[src/rtl/vga_timing_gen_if.sv]
// vga_if: video bundle carried between the timing source and the draw stages.
//   vcount[10:0], vsync, vblnk : vertical position, sync and blanking
//   hcount[10:0], hsync, hblnk : horizontal position, sync and blanking
//   rgb[11:0]                  : pixel colour (4:4:4)
// Modport out drives the bundle; modport in receives it.
interface vga_if;
  logic [10:0] vcount;
  logic        vsync;
  logic        vblnk;
  logic [10:0] hcount;
  logic        hsync;
  logic        hblnk;
  logic [11:0] rgb;

  modport out (output vcount, vsync, vblnk, hcount, hsync, hblnk, rgb);
  modport in  (input  vcount, vsync, vblnk, hcount, hsync, hblnk, rgb);
endinterface

[src/rtl/vga_timing_gen.sv]
// vga_timing_gen: source of the vga_if pipeline. Generates the pixel/line
// counters, sync pulses and blanking flags, plus single-cycle line/frame
// strobes. rgb is driven as constant zero.
// Ports:
//   clk         pixel clock
//   rst_n       asynchronous active-low reset
//   en          advance enable; counters step only when 1
//   out         vga_if.out bundle (counts, syncs, blanks, rgb)
//   frame_start one-cycle pulse when the position wraps to (0,0)
//   line_start  one-cycle pulse when hcount wraps to 0
module vga_timing_gen #(
  parameter int unsigned HOR_PIXELS = 800,
  parameter int unsigned H_FP       = 40,
  parameter int unsigned H_SYNC     = 128,
  parameter int unsigned H_BP       = 88,
  parameter int unsigned VER_PIXELS = 600,
  parameter int unsigned V_FP       = 1,
  parameter int unsigned V_SYNC     = 4,
  parameter int unsigned V_BP       = 23,
  parameter logic        SYNC_POL   = 1'b1
) (
  input  logic clk,
  input  logic rst_n,
  input  logic en,
  vga_if.out   out,
  output logic frame_start,
  output logic line_start
);

  localparam int unsigned CW      = 11;
  localparam int unsigned DW      = CW + 1;
  localparam int unsigned H_TOTAL = HOR_PIXELS + H_FP + H_SYNC + H_BP;
  localparam int unsigned V_TOTAL = VER_PIXELS + V_FP + V_SYNC + V_BP;

  localparam logic [CW-1:0] H_LAST = CW'(H_TOTAL - 1);
  localparam logic [CW-1:0] V_LAST = CW'(V_TOTAL - 1);

  // Decode boundaries held one bit wider so a sync end of 2048 stays exact.
  localparam logic [DW-1:0] H_ACT = DW'(HOR_PIXELS);
  localparam logic [DW-1:0] H_SB  = DW'(HOR_PIXELS + H_FP);
  localparam logic [DW-1:0] H_SE  = DW'(HOR_PIXELS + H_FP + H_SYNC);
  localparam logic [DW-1:0] V_ACT = DW'(VER_PIXELS);
  localparam logic [DW-1:0] V_SB  = DW'(VER_PIXELS + V_FP);
  localparam logic [DW-1:0] V_SE  = DW'(VER_PIXELS + V_FP + V_SYNC);

  // Counters are 11 bits wide; larger timings cannot be represented.
  if (H_TOTAL > 2048) begin : g_h_guard
    $error("vga_timing_gen: H_TOTAL exceeds 2048");
  end
  if (V_TOTAL > 2048) begin : g_v_guard
    $error("vga_timing_gen: V_TOTAL exceeds 2048");
  end

  logic [CW-1:0] hcount_q, vcount_q;
  logic          hsync_q, vsync_q, hblnk_q, vblnk_q;
  logic          frame_start_q, line_start_q;

  logic [CW-1:0] hcount_nxt, vcount_nxt;
  logic [DW-1:0] h_ext, v_ext;
  logic          h_wrap_c, f_wrap_c;
  logic          hsync_nxt, vsync_nxt, hblnk_nxt, vblnk_nxt;

  // Next position and its decode; flags derive from the _nxt counts so every
  // registered field describes the same pixel.
  always_comb begin
    hcount_nxt = hcount_q;
    vcount_nxt = vcount_q;
    h_wrap_c   = (hcount_q == H_LAST);
    f_wrap_c   = h_wrap_c && (vcount_q == V_LAST);

    if (h_wrap_c) begin
      hcount_nxt = '0;
      vcount_nxt = (vcount_q == V_LAST) ? '0 : vcount_q + CW'(1);
    end else begin
      hcount_nxt = hcount_q + CW'(1);
    end

    h_ext     = {1'b0, hcount_nxt};
    v_ext     = {1'b0, vcount_nxt};
    hblnk_nxt = (h_ext >= H_ACT);
    vblnk_nxt = (v_ext >= V_ACT);
    hsync_nxt = ((h_ext >= H_SB) && (h_ext < H_SE)) ? SYNC_POL : ~SYNC_POL;
    vsync_nxt = ((v_ext >= V_SB) && (v_ext < V_SE)) ? SYNC_POL : ~SYNC_POL;
  end

  // Output registers; everything holds while en=0 except the strobes.
  always_ff @(posedge clk or negedge rst_n) begin
    if (!rst_n) begin
      hcount_q      <= '0;
      vcount_q      <= '0;
      hblnk_q       <= 1'b0;
      vblnk_q       <= 1'b0;
      hsync_q       <= ~SYNC_POL;
      vsync_q       <= ~SYNC_POL;
      frame_start_q <= 1'b0;
      line_start_q  <= 1'b0;
    end else if (en) begin
      hcount_q      <= hcount_nxt;
      vcount_q      <= vcount_nxt;
      hblnk_q       <= hblnk_nxt;
      vblnk_q       <= vblnk_nxt;
      hsync_q       <= hsync_nxt;
      vsync_q       <= vsync_nxt;
      frame_start_q <= f_wrap_c;
      line_start_q  <= h_wrap_c;
    end else begin
      frame_start_q <= 1'b0;
      line_start_q  <= 1'b0;
    end
  end

  assign out.hcount  = hcount_q;
  assign out.vcount  = vcount_q;
  assign out.hsync   = hsync_q;
  assign out.vsync   = vsync_q;
  assign out.hblnk   = hblnk_q;
  assign out.vblnk   = vblnk_q;
  assign out.rgb     = 12'h000;
  assign frame_start = frame_start_q;
  assign line_start  = line_start_q;

endmodule

[src/flat_wrapper.sv]
// flat-port wrapper written by rule: the top's interface ports become plain ports
module vga_timing_gen_flat 
#(
  parameter int unsigned HOR_PIXELS = 800,
  parameter int unsigned H_FP       = 40,
  parameter int unsigned H_SYNC     = 128,
  parameter int unsigned H_BP       = 88,
  parameter int unsigned VER_PIXELS = 600,
  parameter int unsigned V_FP       = 1,
  parameter int unsigned V_SYNC     = 4,
  parameter int unsigned V_BP       = 23,
  parameter logic        SYNC_POL   = 1'b1
)
  (clk, rst_n, en, frame_start, line_start, out_vcount, out_vsync, out_vblnk, out_hcount, out_hsync, out_hblnk, out_rgb);
  vga_if out_i ();
  input  logic clk;
  input  logic rst_n;
  input  logic en;
  output logic frame_start;
  output logic line_start;
  output wire logic [$bits(out_i.vcount)-1:0] out_vcount;
  output wire logic [$bits(out_i.vsync)-1:0] out_vsync;
  output wire logic [$bits(out_i.vblnk)-1:0] out_vblnk;
  output wire logic [$bits(out_i.hcount)-1:0] out_hcount;
  output wire logic [$bits(out_i.hsync)-1:0] out_hsync;
  output wire logic [$bits(out_i.hblnk)-1:0] out_hblnk;
  output wire logic [$bits(out_i.rgb)-1:0] out_rgb;
  assign out_vcount = out_i.vcount;
  assign out_vsync = out_i.vsync;
  assign out_vblnk = out_i.vblnk;
  assign out_hcount = out_i.hcount;
  assign out_hsync = out_i.hsync;
  assign out_hblnk = out_i.hblnk;
  assign out_rgb = out_i.rgb;
  vga_timing_gen #(.HOR_PIXELS(HOR_PIXELS), .H_FP(H_FP), .H_SYNC(H_SYNC), .H_BP(H_BP), .VER_PIXELS(VER_PIXELS), .V_FP(V_FP), .V_SYNC(V_SYNC), .V_BP(V_BP), .SYNC_POL(SYNC_POL)) u_core (.clk(clk), .rst_n(rst_n), .en(en), .out(out_i), .frame_start(frame_start), .line_start(line_start));
endmodule
[config.mk]
export PLATFORM = sky130hd
export DESIGN_NAME = vga_timing_gen_flat
export DESIGN_NICKNAME = d
export VERILOG_FILES = /design/src/rtl/vga_timing_gen_if.sv /design/src/rtl/vga_timing_gen.sv /design/src/flat_wrapper.sv
export SDC_FILE = /design/constraint.sdc
export NUM_CORES = 1
export LEC_CHECK = 0
export CORE_ASPECT_RATIO = 1.1
export CORE_MARGIN = 2
export CORE_UTILIZATION = 50
export CTS_CLUSTER_SIZE = 16
export DETAILED_ROUTE_END_ITERATION = 10
export DONT_BUFFER_PORTS = 1
export PLACE_DENSITY = 0.75
export SYNTH_ARGS = -nofsm -noshare
export SYNTH_HDL_FRONTEND = slang
export SYNTH_SLANG_ARGS = --single-unit
[constraint.sdc]
create_clock -name clk -period 4.6 [get_ports clk]
set_input_delay 1.15 -clock clk [delete_from_list [all_inputs] [get_ports clk]]
set_output_delay 1.15 -clock clk [all_outputs]
set_load 0.01 [all_outputs]
==> qor_table.md, run 1 <==
| Parameter | Reported | Unit |
| --- | --- | --- |
| Most used DFF post-synth | dfrtp_1 | - |
| Combinational share of power | 19.7 | % |
| Dominant cell type by area after synthesis | dfrtp_1 | - |
| Root buffer selected by CTS | clkbuf_8 | - |
| Number of pins exceeding their max-slew limit in the final report | 0 | - |
| GR Util met2 | 30.18 | % |
| Minimum period implied by the final worst setup slack | 2.949 | ns |
| LEAKAGE | 0.7668 | nW |
| Violation count after the first detailed-routing iteration | 133 | - |
| Met1 usage in global routing | 27.43 | % |
| Net load switching power | 0.2088 | mW |
| Number of buffers added on ports | 0 | - |
| Cells after synthesis | 237 | - |
| Worst Reg-to-Reg Cells | 7 | - |
| Endpoint type of the worst setup path | flip-flop | - |
| Remaining Overflow, GRT | 0 | - |
| Proportion of synthesized flip-flops having asynchronous set or reset | 100.0 | % |
| Filler Cell Count | 359 | - |
| Ports | 43 | - |
| Signed area change from the synthesized netlist to the final layout | -1.597 | % |
| Y dimension of the die | 69.64 | µm |
| Hold buffer count at CTS | 0 | - |
| Sequential share of the synthesized area | 35.78 | % |
| Setup repair after global routing missed its margin | false | - |
| Post-CTS Setup Bufs | 0 | - |
| Die X-Extent | 63.67 | µm |
| Switch share | 34.74 | % |
| Data arrival, critical path | 3.15 | ns |
| Total DRC errors in the routed layout | 0 | - |
| Worst voltage drop across the vdd grid | 0.0001606 | V |
| CTS tree | built | - |
| Max_cap viols | 0 | - |
| Number of storage elements in the synthesis netlist | 28 | - |
| Highest fanout seen on the critical path | 11 | - |
| CTS Buffer Depth | 2 | - |
| Critical Path RT | 4.80 | ns |
| Share of final-layout standard cells stronger than drive strength 1 | 4.587 | % |
| Number of buffers created by CTS | 3 | - |
| Total number of H-tree levels | 1 | - |
| Vias in the first global route | 1,479 | - |
| Via density | 6.097 | - |
| Yosys warning total | 0 | - |
| Run status | complete, no violations | - |
| Core Box Area | 3712 | µm² |
| Initial core utilization | 52.75 | % |
| Average cell area after synthesis | 8.262 | µm² |
| Pwr dens | 312.0 | nW/µm² |
| Number of nets with antenna violations after routing | 0 | - |
| Number of synthesized flops with an enable pin | 0 | - |
| Total wirelength of the detailed-routed design | 4129 | µm |
| Number of clock sinks seen by CTS | 28 | - |
| Global-route usage over all layers | 19.48 | % |
| Part of the power in the clock network | 21.4 | % |
| Placer congestion estimate | 0.9214 | - |
| Sequential power share | 58.9 | % |
| Critical path class | reg -> reg | - |
| Portion of synthesized cell area occupied by the leading cell type | 35.78 | % |
| Top post-synthesis cells by area | dfrtp_1 36%, o21ai_0 4.9%, buf_4 4.6%, xnor2_1 4.5%, nand2_1 4.0% | - |
| Leading cell type by number of instances after synthesis | dfrtp_1 | - |
| Setup tns final | 0 | ns |
| Estimated wirelength of the detail-placed design | 2927 | µm |
| Clock latency on the worst-skew pair | 0.26 | ns |
| Overall power consumption | 0.6011 | mW |
| Top cell types by occurrence after synthesis | 28 x dfrtp_1, 21 x nand2_1, 19 x o21ai_0 | - |
| Fin. Hold Viols | 0 | - |
| Final worst-path cycle share | 64.11 | % |
| Number of nets in the layout | 225 | - |
| Quantity of gates resized following cts | 0 | - |
| Standard-cell row count | 23 | - |
| CTS clk-pin slew, worst paths | 0.09 | ns |
| Number of vias in the routed layout | 1,634 | - |
| Transition time of the tightest slew-check pin | 0.6484 | ns |
| Floorplan die area | 4433 | µm² |
| Startpoint type of the worst setup path | flip-flop | - |
| DR pass1 iterations | 4 | - |
| WL per Instance | 15.41 | µm |
| Mapped cell area | 1958 | µm² |
| GR Util met3 | 4.708 | % |
| Internal power | 0.3923 | mW |
| Peak clock frequency supported by timing | 339.1 | MHz |
| Antenna violations before repair | 0 | - |
| Number of failing setup endpoints in the final timing report | 0 | - |
| Largest net degree at the start of global routing | 29 | - |
| Busiest layer in global routing | met2 | - |
| Synth cell types | 53 | - |
| Wire length of the first global-routing pass | 7141 | µm |
| Slew Limit Headroom | 56.37 | % |
| Worst min path class | in -> async | - |
| Skew final | 0.002772 | ns |
| Antenna diode count | 0 | - |
## cell families after synthesis
| kind of cell | Yosys count | synth area share [%] |
|---|---|---|
| and+or+nand+nor | 90 | 24.47 |
| xor gates and xnor gates | 13 | 5.815 |
| AOI/OAI and AO/OA | 57 | 19.04 |
| other | 1 | 0.1915 |
| DFF | 28 | 35.78 |
| adders and majority gates | 2 | 1.278 |
| muxes | 5 | 2.684 |
| buffers and inverters | 41 | 10.73 |
## placed cells by master (no fill, tap or decap), types with 4 or more instances in the layout
cell,Yosys,routed
conb_1,1,12
nand3_1,8,8
inv_1,7,7
a21oi_1,7,7
o21ai_0,19,19
xnor2_1,10,10
nand4_1,10,10
a31oi_1,4,4
nor3_1,10,10
nor2_1,15,15
dfrtp_1,28,28
nand2_1,21,21
## path summary, 6_finish.rpt
kind | slack, ns | endpoint | from
setup / recovery | 1.65 | u_core.out.vblnk | u_core.out.hcount[0]
hold / removal | 0.57 | u_core.frame_start | rst_n
setup reg to reg | 1.65 | u_core.out.vblnk | u_core.out.hcount[0]
hold reg to reg | 0.59 | u_core.out.hsync | u_core.out.hsync
min in group clk | 0.59 | u_core.out.hsync | u_core.out.hsync
max in group asynchronous | 3.96 | u_core.out.vsync | rst_n
## final cells by class
type / instances / area, µm² / share of cell area [%]
Tap cell: 50 / 62.56 / 3.247
Sequential cell: 28 / 700.7 / 36.36
Clock buffer: 3 / 41.29 / 2.143
Inverter: 7 / 26.28 / 1.364
Multi-Input combinational cell: 179 / 1089 / 56.49
Timing Repair Buffer: 1 / 7.507 / 0.3896
## critical path, stage by stage (launching register included)
cell and delay (ns):
dfrtp_1 0.52, ha_1 0.33, nand4_1 0.37, or4_1 0.78, or4_4 0.56, nand3_2 0.12, o22ai_1 0.08, a21oi_1 0.12
## stage by stage
stage | setup slack, ns | util, % | instances | area, µm² | hold slack, ns
final | 1.651 | 51.90 | 268 | 1927 | 0.5692
after detailed placement | 1.669 | 50.79 | 265 | 1886 | 0.5686
after floorplan | 1.918 | - | 248 | 1999 | 0.5313
after global routing | 1.341 | 51.90 | 268 | 1927 | 0.5492
after CTS | 1.659 | 51.90 | 268 | 1927 | 0.5600
after global placement | 1.793 | 50.79 | 265 | 1886 | 0.5702
## power groups by stage
stage,clock network [mW],registers (mW),logic (mW)
2_1_floorplan,0,0.335,0.126
6_report,0.129,0.354,0.118
4_1_cts,0.135,0.354,0.118
3_3_place_gp,0,0.359,0.115
5_1_grt,0.143,0.364,0.135
3_5_place_dp,0,0.359,0.117
## per-layer routing
metal  vias to the layer above  part of all wire (%)
met3                         4                   7.4
li1                        795                     -
met2                        58                    46
met5                         -                     0
met4                         0                  0.99
met1                       777                    46
## sequential cells by signal, indices dropped and copies added (netlist names)
name                flops
u_core.out.vcount      11
u_core.out.vsync        1
u_core.out.hblnk        1
u_core.frame_start      1
u_core.line_start       1
u_core.out.hsync        1
u_core.out.vblnk        1
u_core.out.hcount      11
(Power assumes the default switching activity.)
==> run 2, diff against run 1 <==
Clock period 4.6 ns to 2.96 ns, I/O delays scaled along.
==> run 2 against run 1 <==
Against the previous run:
- maximum frequency is 11% higher
- utilization is 2.4 points higher
- register-to-register slack worse by 1.3 ns
- critical path type unchanged
- critical endpoint unchanged
- largest cell class unchanged
- highest routed layer unchanged
==> qor_table.md, run 2 (synthesized netlist as in run 1, its figures left out) <==
| Parameter | Reported | Unit | Change |
| --- | --- | --- | --- |
| Run status | complete, no violations | - |  |
| Root buffer selected by CTS | clkbuf_8 | - |  |
| Crit path launch | u_core.out.hcount[10] | - |  |
| Pwr dens | 520.4 | nW/µm² | +67% |
| Core Box Area | 3712 | µm² | unchanged |
| Cell-by-cell listing of the critical path | or4b_1 > or4_1 > or4_4 > nand3_2 > o22ai_1 > a21oi_1 | - |  |
| Most frequent standard cell in the layout excluding fill and tap cells | dfrtp_1 | - |  |
| Number of buffers added on ports | 0 | - | unchanged |
| Standard-cell row count | 23 | - | unchanged |
| Overall power consumption | 1.050 | mW | +75% |
| Data arrival, critical path | 2.86 | ns | -0.29 ns |
| Number of nets in the layout | 233 | - | +3.6% |
| Fin. Hold Viols | 0 | - | unchanged |
| Vias in the first global route | 1,417 | - | -4.2% |
| Largest net degree at the start of global routing | 29 | - | unchanged |
| R2R Path End | u_core.out.vblnk | - |  |
| Worst min path class | in -> async | - |  |
| Worst voltage drop across the vdd grid | 0.0002661 | V | +66% |
| Antenna diode count | 0 | - | unchanged |
| Minimum setup slack among reg-to-reg paths | 0.31 | ns | -1.34 ns |
| Initial core utilization | 52.75 | % | unchanged |
| Reg-to-Reg Start | u_core.out.hcount[10] | - |  |
| Signed area change from the synthesized netlist to the final layout | 3.003 | % |  |
| Clock latency on the worst-skew pair | 0.28 | ns | +0.02 ns |
| Number of clock sinks seen by CTS | 28 | - | unchanged |
| Violation count after the first detailed-routing iteration | 101 | - | -24% |
| Endpoint type of the worst setup path | flip-flop | - |  |
| Wire length of the first global-routing pass | 7258 | µm | +1.6% |
| Highest fanout seen on the critical path | 7 | - | -4 |
| Setup tns final | 0 | ns | unchanged |
| Most used cells in the layout excluding fill and tap cells | 28 x dfrtp_1, 21 x nand2_1, 19 x o21ai_0, 15 x nor2_1, 12 x conb_1 | - |  |
| Estimated wirelength of the detail-placed design | 3093 | µm | +5.6% |
| Number of buffers created by CTS | 3 | - | unchanged |
| CTS clk-pin slew, worst paths | 0.10 | ns | about the same |
| Number of nets with antenna violations after routing | 0 | - | unchanged |
| Total wirelength of the detailed-routed design | 4289 | µm | +3.9% |
| Flip-flop and latch area | 700.7 | µm² | unchanged |
| Remaining Overflow, GRT | 0 | - | unchanged |
| Placer congestion estimate | 0.9333 | - | +1.3% |
| Slowest stage delay, CP | 0.67 | ns | -0.11 ns |
| Quantity of gates resized following cts | 0 | - | unchanged |
| Share of final-layout standard cells stronger than drive strength 1 | 8.370 | % | +3.8 points |
| Critical path class | reg -> reg | - |  |
| WHS | 0.1404 | ns | -0.4288 ns |
| Max_cap viols | 0 | - | unchanged |
| Die X-Extent | 63.67 | µm | unchanged |
| CTS Buffer Depth | 2 | - | unchanged |
| Number of pins exceeding their max-slew limit in the final report | 0 | - | unchanged |
| Floorplan die area | 4433 | µm² | unchanged |
| DR pass1 iterations | 4 | - | unchanged |
| Peak clock frequency supported by timing | 378.1 | MHz | +11% |
| Skew final | 0.007329 | ns | +0.004558 ns |
| Global-route usage over all layers | 20.55 | % | +1.1 points |
| Total number of H-tree levels | 1 | - | unchanged |
| Y dimension of the die | 69.64 | µm | unchanged |
| Ports | 43 | - | unchanged |
| Minimum period implied by the final worst setup slack | 2.645 | ns | -0.3041 ns |
| Worst Reg-to-Reg Cells | 6 | - | -1 |
| Critical Path RT | 3.17 | ns | -1.63 ns |
| Final worst-path cycle share | 89.36 | % | +25 points |
| Via density | 6.011 | - | -1.4% |
| Filler Cell Count | 355 | - | -1.1% |
| Setup repair after global routing missed its margin | false | - |  |
| Antenna violations before repair | 0 | - | unchanged |
| LEAKAGE | 0.8213 | nW | +7.1% |
| Cell type of the slowest stage on the worst timing path | or4_1 | - |  |
| CTS tree | built | - |  |
| Area taken by multi-input logic gates | 1089 | µm² | unchanged |
| Number of failing setup endpoints in the final timing report | 0 | - | unchanged |
| Number of vias in the routed layout | 1,665 | - | +1.9% |
| Hold buffer count at CTS | 0 | - | unchanged |
| Total DRC errors in the routed layout | 0 | - | unchanged |
| Post-CTS Setup Bufs | 0 | - | unchanged |
| Startpoint type of the worst setup path | flip-flop | - |  |
| WL per Instance | 15.48 | µm | +0.50% |
-- run 2: cell count changes in the layout (fill, tap and decap cells not counted), sizes merged --
cell,change
buf,+8
bufinv,+1
-- run 2: how the worst max path moves through the flow --
stage,to,slack (ns),depth (start not counted)
2_1_floorplan,u_core.out.vblnk,0.28,9
3_3_place_gp,u_core.out.vblnk,0.42,6
3_5_place_dp,u_core.out.vblnk,0.35,6
4_1_cts,u_core.out.vblnk,0.32,6
5_1_grt,u_core.out.vblnk,0.20,6
6_report,u_core.out.vblnk,0.31,6
-- run 2: layout make-up --
cell class              count  area share [%]
clock inverters             1           1.489
clock buffers               3           2.047
multi-input cells         179           53.97
repair buffers              9           3.350
flip-flops and latches     28           34.74
well taps                  50           3.102
inverters                   7           1.303
-- run 2: through the flow --
stage          util [%]  std cells  area (µm²)  setup slack [ns]
2_1_floorplan         -        248        1999            0.2780
3_3_place_gp      52.41        273        1946            0.4178
3_5_place_dp      52.41        273        1946            0.3457
4_1_cts           54.33        277        2017            0.3160
5_1_grt           54.33        277        2017            0.2013
6_report          54.33        277        2017            0.3149
-- run 2: per-layer routing --
layer	up-vias	track usage [%]	routed length, µm
li1	812	-	-
met1	788	30.57	2004
met2	59	29.47	1983
met3	6	4.708	245
met4	0	6.280	55
met5	-	0	0
-- run 2: power by group --
group / internal (mW) / switching (mW) / leakage, nW
clock network: 0.181 / 0.122 / 0.0357
logic: 0.0996 / 0.124 / 0.430
registers: 0.433 / 0.0902 / 0.355
total: 0.713 / 0.336 / 0.821
-- run 2: critical path, delay by kind of cell, from the launching register on --
family,cells,cell delay (ns)
flops,1,0.45
simple gates,4,1.91
compound gates,2,0.22
==> run 3, diff against run 2 <==
Settings changed: CORE_UTILIZATION 50 to 25, GPL_ROUTABILITY_DRIVEN set to 0, PLACE_DENSITY 0.75 to 0.48.
==> run 3 against run 2 <==
Against the previous run:
- die area grew 93%
- sequential share of layout area decreased by 1.4 points
- worst hold slack worse by 0.0080 ns
- critical path depth unchanged
- register-to-register slack lost 0.02 ns
==> qor_table.md, run 3 (synthesized netlist as in run 1, its figures left out) <==
| Parameter | Reported | Unit | Change |
| --- | --- | --- | --- |
| Run status | complete, no violations | - |  |
| Worst slack, placed | 0.3276 | ns | -0.01815 ns |
| LEAKAGE | 0.8322 | nW | +1.3% |
| Fin. Hold Viols | 0 | - | unchanged |
| Non-Filler Instances | 334 | - | +21% |
| Final worst-path cycle share | 89.87 | % | +0.51 points |
| Pwr dens | 511.7 | nW/µm² | -1.7% |
| Reg-to-Reg Start | u_core.out.hcount[10] | - |  |
| Post-CTS Setup Bufs | 0 | - | unchanged |
| Via density | 4.967 | - | -17% |
| R2R Path End | u_core.out.vblnk | - |  |
| Transition time of the tightest slew-check pin | 0.5467 | ns |  |
| Startpoint type of the worst setup path | flip-flop | - |  |
| Critical path class | reg -> reg | - |  |
| M1 wire length | 2368 | µm | +18% |
| Number of pins exceeding their max-slew limit in the final report | 0 | - | unchanged |
| CTS tree | built | - |  |
| Standard-cell row count | 33 | - | +43% |
| Peak clock frequency supported by timing | 375.9 | MHz | -0.57% |
| Estimated wirelength of the detail-placed design | 3641 | µm | +18% |
| Total number of H-tree levels | 1 | - | unchanged |
| Die X-Extent | 88.38 | µm | +39% |
| Worst voltage drop across the vdd grid | 0.0002865 | V | +7.7% |
| Number of buffers created by CTS | 3 | - | unchanged |
| Global-route usage over all layers | 12.38 | % | -8.2 points |
| Top routing layer used | met4 | - |  |
| Worst min path class | in -> async | - |  |
| Data arrival, critical path | 2.87 | ns | about the same |
| Cell Count Post-Placement | 330 | - | +21% |
| Met2 wire length | 2425 | µm | +22% |
| Y dimension of the die | 96.82 | µm | +39% |
| WL per Instance | 15.33 | µm | -0.98% |
| Skew final | 0.005486 | ns | -0.001843 ns |
| CTS clk-pin slew, worst paths | 0.11 | ns | about the same |
| Most used cells in the layout excluding fill and tap cells | 28 x dfrtp_1, 21 x nand2_1, 19 x o21ai_0, 15 x nor2_1, 12 x conb_1 | - |  |
| Wire length of the first global-routing pass | 8521 | µm | +17% |
| Number of nets with antenna violations after routing | 0 | - | unchanged |
| Quantity of gates resized following cts | 0 | - | unchanged |
| Ports | 43 | - | unchanged |
| Number of clock sinks seen by CTS | 28 | - | unchanged |
| Number of buffers added on ports | 0 | - | unchanged |
| Slew Limit Headroom | 63.55 | % |  |
| Signed area change from the synthesized netlist to the final layout | 7.284 | % |  |
| DR pass1 iterations | 4 | - | unchanged |
| Worst Reg-to-Reg Cells | 6 | - | unchanged |
| Total DRC errors in the routed layout | 0 | - | unchanged |
| Floorplan die area | 8557 | µm² | +93% |
| Highest fanout seen on the critical path | 7 | - | unchanged |
| Setup repair after global routing missed its margin | false | - |  |
| Core Box Area | 7515 | µm² | +100% |
| Clock latency on the worst-skew pair | 0.28 | ns | about the same |
| Share of final-layout standard cells stronger than drive strength 1 | 9.170 | % | +0.80 points |
| Endpoint type of the worst setup path | flip-flop | - |  |
| Antenna violations before repair | 0 | - | unchanged |
| Final core area utilization | 27.96 | % | -26 points |
| Root buffer selected by CTS | clkbuf_8 | - |  |
| Minimum period implied by the final worst setup slack | 2.660 | ns | +0.01512 ns |
| Most frequent standard cell in the layout excluding fill and tap cells | dfrtp_1 | - |  |
| Met3 Wirelength | 314 | µm | +28% |
| Violation count after the first detailed-routing iteration | 90 | - | -11% |
| Largest net degree at the start of global routing | 29 | - | unchanged |
| Max_cap viols | 0 | - | unchanged |
| Total wirelength of the detailed-routed design | 5121 | µm | +19% |
| Number of failing setup endpoints in the final timing report | 0 | - | unchanged |
| Vias in the first global route | 1,580 | - | +12% |
| Number of nets in the layout | 235 | - | +0.86% |
| Antenna diode count | 0 | - | unchanged |
| Setup tns final | 0 | ns | unchanged |
| Hold buffer count at CTS | 0 | - | unchanged |
| CTS Buffer Depth | 2 | - | unchanged |
| Remaining Overflow, GRT | 0 | - | unchanged |
| Critical Path RT | 3.17 | ns | about the same |
| Minimum setup slack among reg-to-reg paths | 0.30 | ns | -0.02 ns |
| Initial core utilization | 26.06 | % | -27 points |
| Final worst-path setup slack | 0.2998 | ns | -0.01512 ns |
| Number of vias in the routed layout | 1,659 | - | -0.36% |
run 3: cell types whose count changed in the layout (fill, tap and decap cells not counted):
cell,delta
buf_4,+2
run 3: routing by layer:
layer / track usage [%] / vias up
met1: 16.92 / 798
met5: 0 / -
met4: 1.049 / 0
met3: 3.584 / 2
met2: 20.07 / 41
li1: - / 818
run 3: worst max path at each step:
stage,end,cells past startpoint,start
final,u_core.out.vblnk,6,u_core.out.hcount[10]
after global routing,u_core.out.vsync,8,u_core.out.hcount[0]
after CTS,u_core.out.vblnk,6,u_core.out.hcount[10]
after detailed placement,u_core.out.vblnk,6,u_core.out.hcount[10]
after global placement,u_core.out.vblnk,6,u_core.out.hcount[10]
after floorplan,u_core.out.vblnk,9,u_core.out.hcount[5]
run 3: per-stage QoR:
stage	total power, mW	hold slack (ns)	instance area [µm²]
2_1_floorplan	0.7172	0.4444	1999
3_3_place_gp	0.7681	0.4451	2029
3_5_place_dp	0.7699	0.4451	2029
4_1_cts	1.091	0.1209	2101
5_1_grt	1.146	0.1085	2101
6_report	1.075	0.1324	2101
run 3: layout make-up:
type / instances / area (µm²)
tap: 105 / 131.4
inverter: 7 / 26.28
clock buffer: 3 / 41.29
sequential: 28 / 700.7
clock inverter: 1 / 30.03
multi-input combinational: 179 / 1089
fill: 829 / 5414
timing repair buffer: 11 / 82.58
run 3: power breakdown:
part | switching [mW] | internal [mW]
registers | 0.0819 | 0.433
clock network | 0.133 | 0.181
logic | 0.141 | 0.105
total | 0.356 | 0.719
run 3: worst max-delay path, stage by stage (launching register included):
cell	delay (ns)
dfrtp_1	0.47
or4b_1	0.57
or4_1	0.66
or4_4	0.55
nand3_2	0.11
o22ai_1	0.08
a21oi_1	0.14
